**config.mk**
```make
export PLATFORM = sky130hd
export DESIGN_NAME = asteroid_renderer
export DESIGN_NICKNAME = d
export VERILOG_FILES = /design/src/rtl/asteroid_renderer.sv
export SDC_FILE = /design/constraint.sdc
export NUM_CORES = 1
export LEC_CHECK = 0
export CAP_MARGIN = 20
export CORE_UTILIZATION = 51
export DETAILED_ROUTE_END_ITERATION = 10
export GPL_TIMING_DRIVEN = 0
export MAX_ROUTING_LAYER = met4
export PLACE_DENSITY_LB_ADDON = 0.08
export SLEW_MARGIN = 20
export SYNTH_ARGS = -nofsm -noshare
export SYNTH_HDL_FRONTEND = slang
export SYNTH_SLANG_ARGS = --single-unit
```
**constraint.sdc**
```tcl
create_clock -name Clock -period 4.6 [get_ports Clock]
set_input_delay 0.92 -clock Clock [delete_from_list [all_inputs] [get_ports Clock]]
set_output_delay 0.92 -clock Clock [all_outputs]
set_load 0.005 [all_outputs]
```
**src/rtl/asteroid_renderer.sv**
```systemverilog
// Asteroid renderer: erases the eight asteroids at their previously drawn
// positions, then draws them at the positions sampled when the frame starts.
// Streams one pixel per cycle to the VGA adapter, with off-screen pixels
// clipped. Handshakes with the game FSM via a level iStart / oDone pair.
module asteroid_renderer #(
    parameter int          SIZE      = 4,
    parameter int          SCREEN_W  = 160,
    parameter int          SCREEN_H  = 120,
    parameter logic [2:0]  DRAW_COL  = 3'b111,
    parameter logic [2:0]  ERASE_COL = 3'b000
) (
    input  logic        Clock,
    input  logic        Reset,
    input  logic        iStart,
    input  logic        iClear,
    input  logic [63:0] iX,
    input  logic [55:0] iY,
    output logic [7:0]  oX,
    output logic [6:0]  oY,
    output logic [2:0]  oColour,
    output logic        oPlot,
    output logic        oDone
);

    typedef enum logic [1:0] {
        IDLE  = 2'd0,
        ERASE = 2'd1,
        DRAW  = 2'd2,
        DONE  = 2'd3
    } state_t;

    // The pixel index is kept as separate column/row counters, which gives
    // the row-major dx = px % SIZE, dy = px / SIZE walk without a divider.
    localparam logic [2:0] SZ_M1 = 3'(SIZE - 1);
    localparam logic [8:0] W_LIM = 9'(SCREEN_W);
    localparam logic [7:0] H_LIM = 8'(SCREEN_H);

    state_t     state;
    logic [2:0] ast;
    logic [2:0] dx;
    logic [2:0] dy;
    logic       prev_valid;
    logic [7:0] cur_x  [8];
    logic [6:0] cur_y  [8];
    logic [7:0] prev_x [8];
    logic [6:0] prev_y [8];

    logic [7:0] base_x;
    logic [6:0] base_y;
    logic [8:0] x_sum;
    logic [7:0] y_sum;
    logic       visible;

    // Pixel address for the current asteroid/offset and its visibility.
    // Sums are one bit wider than the screen coordinates so pixels that run
    // off the right or bottom edge are clipped instead of wrapping.
    always_comb begin
        base_x = 8'd0;
        base_y = 7'd0;
        if (state == ERASE) begin
            base_x = prev_x[ast];
            base_y = prev_y[ast];
        end else begin
            base_x = cur_x[ast];
            base_y = cur_y[ast];
        end
        x_sum   = {1'b0, base_x} + {6'd0, dx};
        y_sum   = {1'b0, base_y} + {5'd0, dy};
        visible = (x_sum < W_LIM) && (y_sum < H_LIM);
    end

    // Frame sequencer: IDLE -> [ERASE] -> DRAW -> DONE, with registered outputs.
    always_ff @(posedge Clock) begin
        if (Reset) begin
            state      <= IDLE;
            ast        <= 3'd0;
            dx         <= 3'd0;
            dy         <= 3'd0;
            prev_valid <= 1'b0;
            oX         <= 8'd0;
            oY         <= 7'd0;
            oColour    <= 3'd0;
            oPlot      <= 1'b0;
            oDone      <= 1'b0;
            for (int i = 0; i < 8; i++) begin
                cur_x[i]  <= 8'd0;
                cur_y[i]  <= 7'd0;
                prev_x[i] <= 8'd0;
                prev_y[i] <= 7'd0;
            end
        end else begin
            case (state)
                IDLE: begin
                    oPlot <= 1'b0;
                    oDone <= 1'b0;
                    if (iClear) begin
                        prev_valid <= 1'b0;
                    end
                    if (iStart) begin
                        for (int i = 0; i < 8; i++) begin
                            cur_x[i] <= iX[8*i +: 8];
                            cur_y[i] <= iY[7*i +: 7];
                        end
                        ast <= 3'd0;
                        dx  <= 3'd0;
                        dy  <= 3'd0;
                        // A same-edge clear means nothing on screen to erase.
                        state <= (prev_valid && !iClear) ? ERASE : DRAW;
                    end
                end
                ERASE, DRAW: begin
                    oX      <= x_sum[7:0];
                    oY      <= y_sum[6:0];
                    oColour <= (state == ERASE) ? ERASE_COL : DRAW_COL;
                    oPlot   <= visible;
                    oDone   <= 1'b0;
                    if (dx != SZ_M1) begin
                        dx <= dx + 3'd1;
                    end else begin
                        dx <= 3'd0;
                        if (dy != SZ_M1) begin
                            dy <= dy + 3'd1;
                        end else begin
                            dy <= 3'd0;
                            if (ast != 3'd7) begin
                                ast <= ast + 3'd1;
                            end else begin
                                ast <= 3'd0;
                                if (state == ERASE) begin
                                    state <= DRAW;
                                end else begin
                                    for (int i = 0; i < 8; i++) begin
                                        prev_x[i] <= cur_x[i];
                                        prev_y[i] <= cur_y[i];
                                    end
                                    prev_valid <= 1'b1;
                                    state      <= DONE;
                                end
                            end
                        end
                    end
                end
                DONE: begin
                    oPlot <= 1'b0;
                    // First DONE edge always raises oDone so it is seen for at
                    // least one cycle, even if iStart already dropped.
                    if (!oDone) begin
                        oDone <= 1'b1;
                    end else if (!iStart) begin
                        oDone <= 1'b0;
                        state <= IDLE;
                    end else begin
                        oDone <= 1'b1;
                    end
                end
                default: begin
                    state <= IDLE;
                    oPlot <= 1'b0;
                    oDone <= 1'b0;
                end
            endcase
        end
    end

endmodule
```
* Yosys cells after proc, flatten, opt, wreduce, memory -nomap -nowiden
Memories as Yosys holds them, arrays and structs flattened. A register that Yosys moved wholly into a read port is not among the register bits.
Cells that the tools add are included.
** Storage, ports and cells
- Register bits after elaboration :: 32
- Memory bits (writable) :: 240
- Input port bits :: 124
- Output and inout port bits :: 20
- Memories kept :: 4
** Operators by class
- Add/subtract/negate cells :: 5
- Order comparisons :: 2
- Eq/ne operators :: 14
- Muxes and demuxes :: 84
- Bitwise gates (word level) :: 32
- Reduce and logical (&&, ||, !) cells :: 13
** Memory list
- cur_x :: words 8, width 8, read ports 9, clocked after Yosys merged registers in 1, write ports 8, line 43 : logic [7:0] cur_x [8];
- prev_x :: words 8, width 8, read ports 1, clocked after Yosys merged registers in 1, write ports 8, line 45 : logic [7:0] prev_x [8];
- cur_y :: words 8, width 7, read ports 9, clocked after Yosys merged registers in 1, write ports 8, line 44 : logic [6:0] cur_y [8];
- prev_y :: words 8, width 7, read ports 1, clocked after Yosys merged registers in 1, write ports 8, line 46 : logic [6:0] prev_y [8];
** Operator list (number)
- $mux W8 :: 17
- $mux W7 :: 17
- $mux W3 :: 16
- $or A1 B1 Y1 :: 32
- $mux W1 :: 20
- $pmux W3 S2 :: 3
- $ne A2 B2 Y1 const B :: 8
- $mux W2 :: 7
- $reduce_and A6 Y1 :: 2
- $add A3 B1 Y3 const B :: 3
- $add A8 B3 Y9 :: 1
- $lt A9 B8 Y1 const B :: 1
- $add A7 B3 Y8 :: 1
- $lt A8 B7 Y1 const B :: 1
- $ne A3 B2 Y1 const B :: 2
- $pmux W1 S2 :: 3
- $pmux W2 S3 :: 1
- $eq A2 B2 Y1 const B :: 2
- $reduce_and A4 Y1 :: 1
- $reduce_or A2 Y1 :: 2
- $ne A3 B3 Y1 const B :: 1
- $reduce_and A3 Y1 :: 1
- $reduce_or A3 Y1 :: 1
- $eq A2 B1 Y1 const B :: 1
- other kinds (5) :: 6

* Depth between registers and ports, before layout
- Depth in word-level cells :: 9
- Depth in mapped cells :: 14

* Worst setup path after synthesis
No wires, ideal clock.
- Path type :: in2reg
- From :: input Reset
- To :: memory cur_x[0][0] (enable)
- Arrival :: 4.394 ns
- Required time :: 4.100 ns
- Path slack :: -0.293 ns
- Stages on the path :: 3
- Path buffers :: 2
- Cells stage by stage :: clkbuf_1 clkbuf_1 nand2b_1
** RTL lines
- start, declared :: line 13 : input logic Reset,
- end, declared :: line 43

==> results.txt <==
Clk buf depth = 3
Fraction of layout cells with a size suffix above 1 = 0.1159
Total gr overflow = 0
Syn nets = 978
Fin cells = 1354
#FFs+latches synth = 273
Setup Buffers After CTS = 0
Ys async rst share = 0
Status = finished, final reports clean
Minimum clock period = 4.333 ns
Slew HR = 0.3055
CP bufs+invs = 5
Total CTS buffers = 28
ANT cells = 0
Setup-failing EPs final = 0
Detailed Route WL = 28930 um
WS Path Type = reg2reg
Die ar. = 25200 um2
Mean Syn Cell Area = 14.97 um2
Initial cell density of the core = 0.5276
Worst-path maximum fanout = 10
Syn Inst Count = 837
Hold-fix buffers, CTS = 0
Largest area contributor in the netlist = edfxtp_1
Vias in the first global route = 7427
Drt first-iter violations = 578
Number of routed nets with antenna violations = 0
Fillers = 1754
Post-synth EDFFs = 240
Peak Freq = 230.8 MHz
H-Tree Depth = 1
Max cap viols = 0
Largest net degree at the start of global routing = 58
Fin area = 15340 um2
Crit path capture type = register
Hold Vio Cnt, Final = 0
TNS Setup = 0 ns
First-pass GRT wire length = 43500 um
Static Leakage = 5.618 nW
Vias = 7367
Top-area cell type share of the netlist area = 0.5751
Synth Flop Type = edfxtp_1
Dpl cells = 1303
Detail Placement HPWL = 20320 um
Nets@finish = 1155
DRC viols = 0
Rows = 56
Synth area leaders = edfxtp_1 (58%), and2_1 (9.0%), mux4_2 (8.4%)
Final Wtd Congestion = 0.8412
Clk_skew = 0.01124 ns
Unrepaired setup endpoints after global routing = no
WL per Instance = 21.36 um
Slowest CP cell = a2111oi_2
Slew Viols, Final = 0
Initial antenna violation count = 0
Root Buffer = clkbuf_16
Final period utilization = 0.9419
Crit-path max cell delay = 0.55 ns
Reg-to-reg slack, setup = 0.27 ns
Pwr dens = 474.7 nW/um2
Startpoint Class = register
Register area share after synthesis = 0.6278
Area growth from synthesis to layout = 22.43%
Core Box Area = 23750 um2
Worst-Margin Slew = 1.038 ns
VDD IR max = 0.2838 mV
CTS sink cnt = 273
Hold Path Class = reg2reg
GRT Resource Usage Total = 0.2392
Syn Std Cell Area = 12530 um2
Port-buffer cells = 143
Clock latency on the worst-skew pair = 0.54 ns
DR vias/cell = 5.441
Post-DP Area = 14480 um2
Clock transition at path regs = 0.06 ns
Top delay family on crit path = buffers and inverters
CP required = 4.97 ns
Die W = 158.8 um
Final Hold Slack = 0.4789 ns
I/O pin count = 144
Die Y-Extent = 158.8 um
Synth Warn # = 0
Crit path DAT = 4.70 ns
Router iterations before antenna repair = 5
CTS tree = yes
Synth cell types = 48
Crit-path cells = buf_4 > buf_2 > buf_2 > clkbuf_2 > mux4_2 > mux4_2 > ha_1 > inv_1 > fa_1 > nor2b_1 > o2111ai_1 > a21o_1 > o21ai_0 > a2111oi_2
-- metrics by stage --
step	util	total power, mW	setup WS (ns)
floorplan	-	4.458	1.090
global placement	0.6049	5.146	-0.6882
detailed placement	0.6096	5.188	-0.07928
CTS	0.6460	7.319	0.2489
global route	0.6460	7.602	0.1076
finish	0.6460	7.284	0.2673
-- placed cells by master (no fill, tap or decap), types with 4 or more instances in the layout --
cell             instances
a211oi_1                 9
a21o_1                   5
a21oi_1                 16
a22oi_1                  5
and2_1                 180
buf_2                    9
buf_4                    6
clkbuf_1                39
clkbuf_16               29
clkbuf_2                 6
clkdlybuf4s50_1        143
clkinv_2                 6
dfxtp_1                 33
edfxtp_1               240
ha_1                    15
inv_1                   12
mux2i_1                 13
mux4_1                  18
mux4_2                  47
nand2_1                 18
nand2b_1                 6
nand3_1                 19
nor2_1                  28
nor2b_1                 65
nor3_1                   6
o21ai_0                  7
xnor2_1                  4
xor2_1                   4
-- where the power goes --
group	internal (mW)	switching [mW]
sequential	3.10	0.165
clock	1.24	0.913
combinational	0.860	1.01
total	5.20	2.09
-- synth_stat cells (6+ instances only) --
| cell | n |
|---|---|
| nand2_1 | 18 |
| nor2b_1 | 65 |
| o21ai_0 | 7 |
| mux4_1 | 18 |
| dfxtp_1 | 33 |
| nor2_1 | 28 |
| ha_1 | 15 |
| inv_1 | 12 |
| and2_1 | 180 |
| clkbuf_1 | 34 |
| nand3_1 | 19 |
| a21oi_1 | 16 |
| edfxtp_1 | 240 |
| buf_2 | 9 |
| mux2i_1 | 13 |
| a211oi_1 | 9 |
| nand2b_1 | 8 |
| buf_4 | 6 |
| nor3_1 | 6 |
| mux4_2 | 47 |
-- layout make-up --
cell class                 count  area, um2  share of cell area
buffer                        54      279.0             0.01818
clock buffer                  41      785.8             0.05121
clock inverter                10      75.07            0.004893
inverter                      12      45.04            0.002936
multi-input combinational    498       4358              0.2840
sequential                   273       7868              0.5128
tap                          319      399.1             0.02601
timing repair buffer         147       1534             0.09998
-- layer usage --
layer | GRT usage | vias to the layer above | wire length [um] | share of wire
met4 | 0.05031 | 0 | 450 | 0.016
met5 | - | - | 0 | 0
met1 | 0.3187 | 3634 | 12490 | 0.43
met2 | 0.3854 | 248 | 14090 | 0.49
li1 | - | 3452 | - | -
met3 | 0.04415 | 33 | 1896 | 0.066
-- final timing paths --
kind	startpoint	to	depth (start not counted)
setup / recovery	register	oPlot	14
hold reg to reg	ast[1]	register	2
hold / removal	ast[1]	register	2
setup reg to reg	register	oPlot	14
-- what timing repair did --
item | in CTS | in global routing
gates resized for setup | 2 | 0
hold endpoints to repair | 0 | 0
endpoints found under the setup margin | 1 | 0
-- worst min-delay path, stage by stage, from the launching register on --
cell and delay, ns:
dfxtp_1 0.31, nand2_1 0.06, a21oi_1 0.06
-- cell families (layout without fill, tap and decap cells) --
kind of cell             after synthesis  after routing  share of synthesized area
flip-flops                           273            273                     0.6278
multiplexers                          80             80                     0.1344
AND/OR/NAND/NOR                      338            338                     0.1581
XOR/XNOR                               8              8                   0.005590
AO/OA/AOI/OAI                         55             55                    0.03025
buffers and inverters                 66            264                    0.02566
adder cells (fa/ha/maj)               17             17                    0.01817
-- state kept, by name, summed over array words and instances, names as in the netlist, named ones only --
signal and flops:
ast 3, cur_x 64, cur_y 56, dx 3, dy 3, oColour 1, oDone 1, oPlot 1
oX 8, oY 7, prev_valid 1, prev_x 64, prev_y 56, state 2
(Power assumes the default switching activity.)
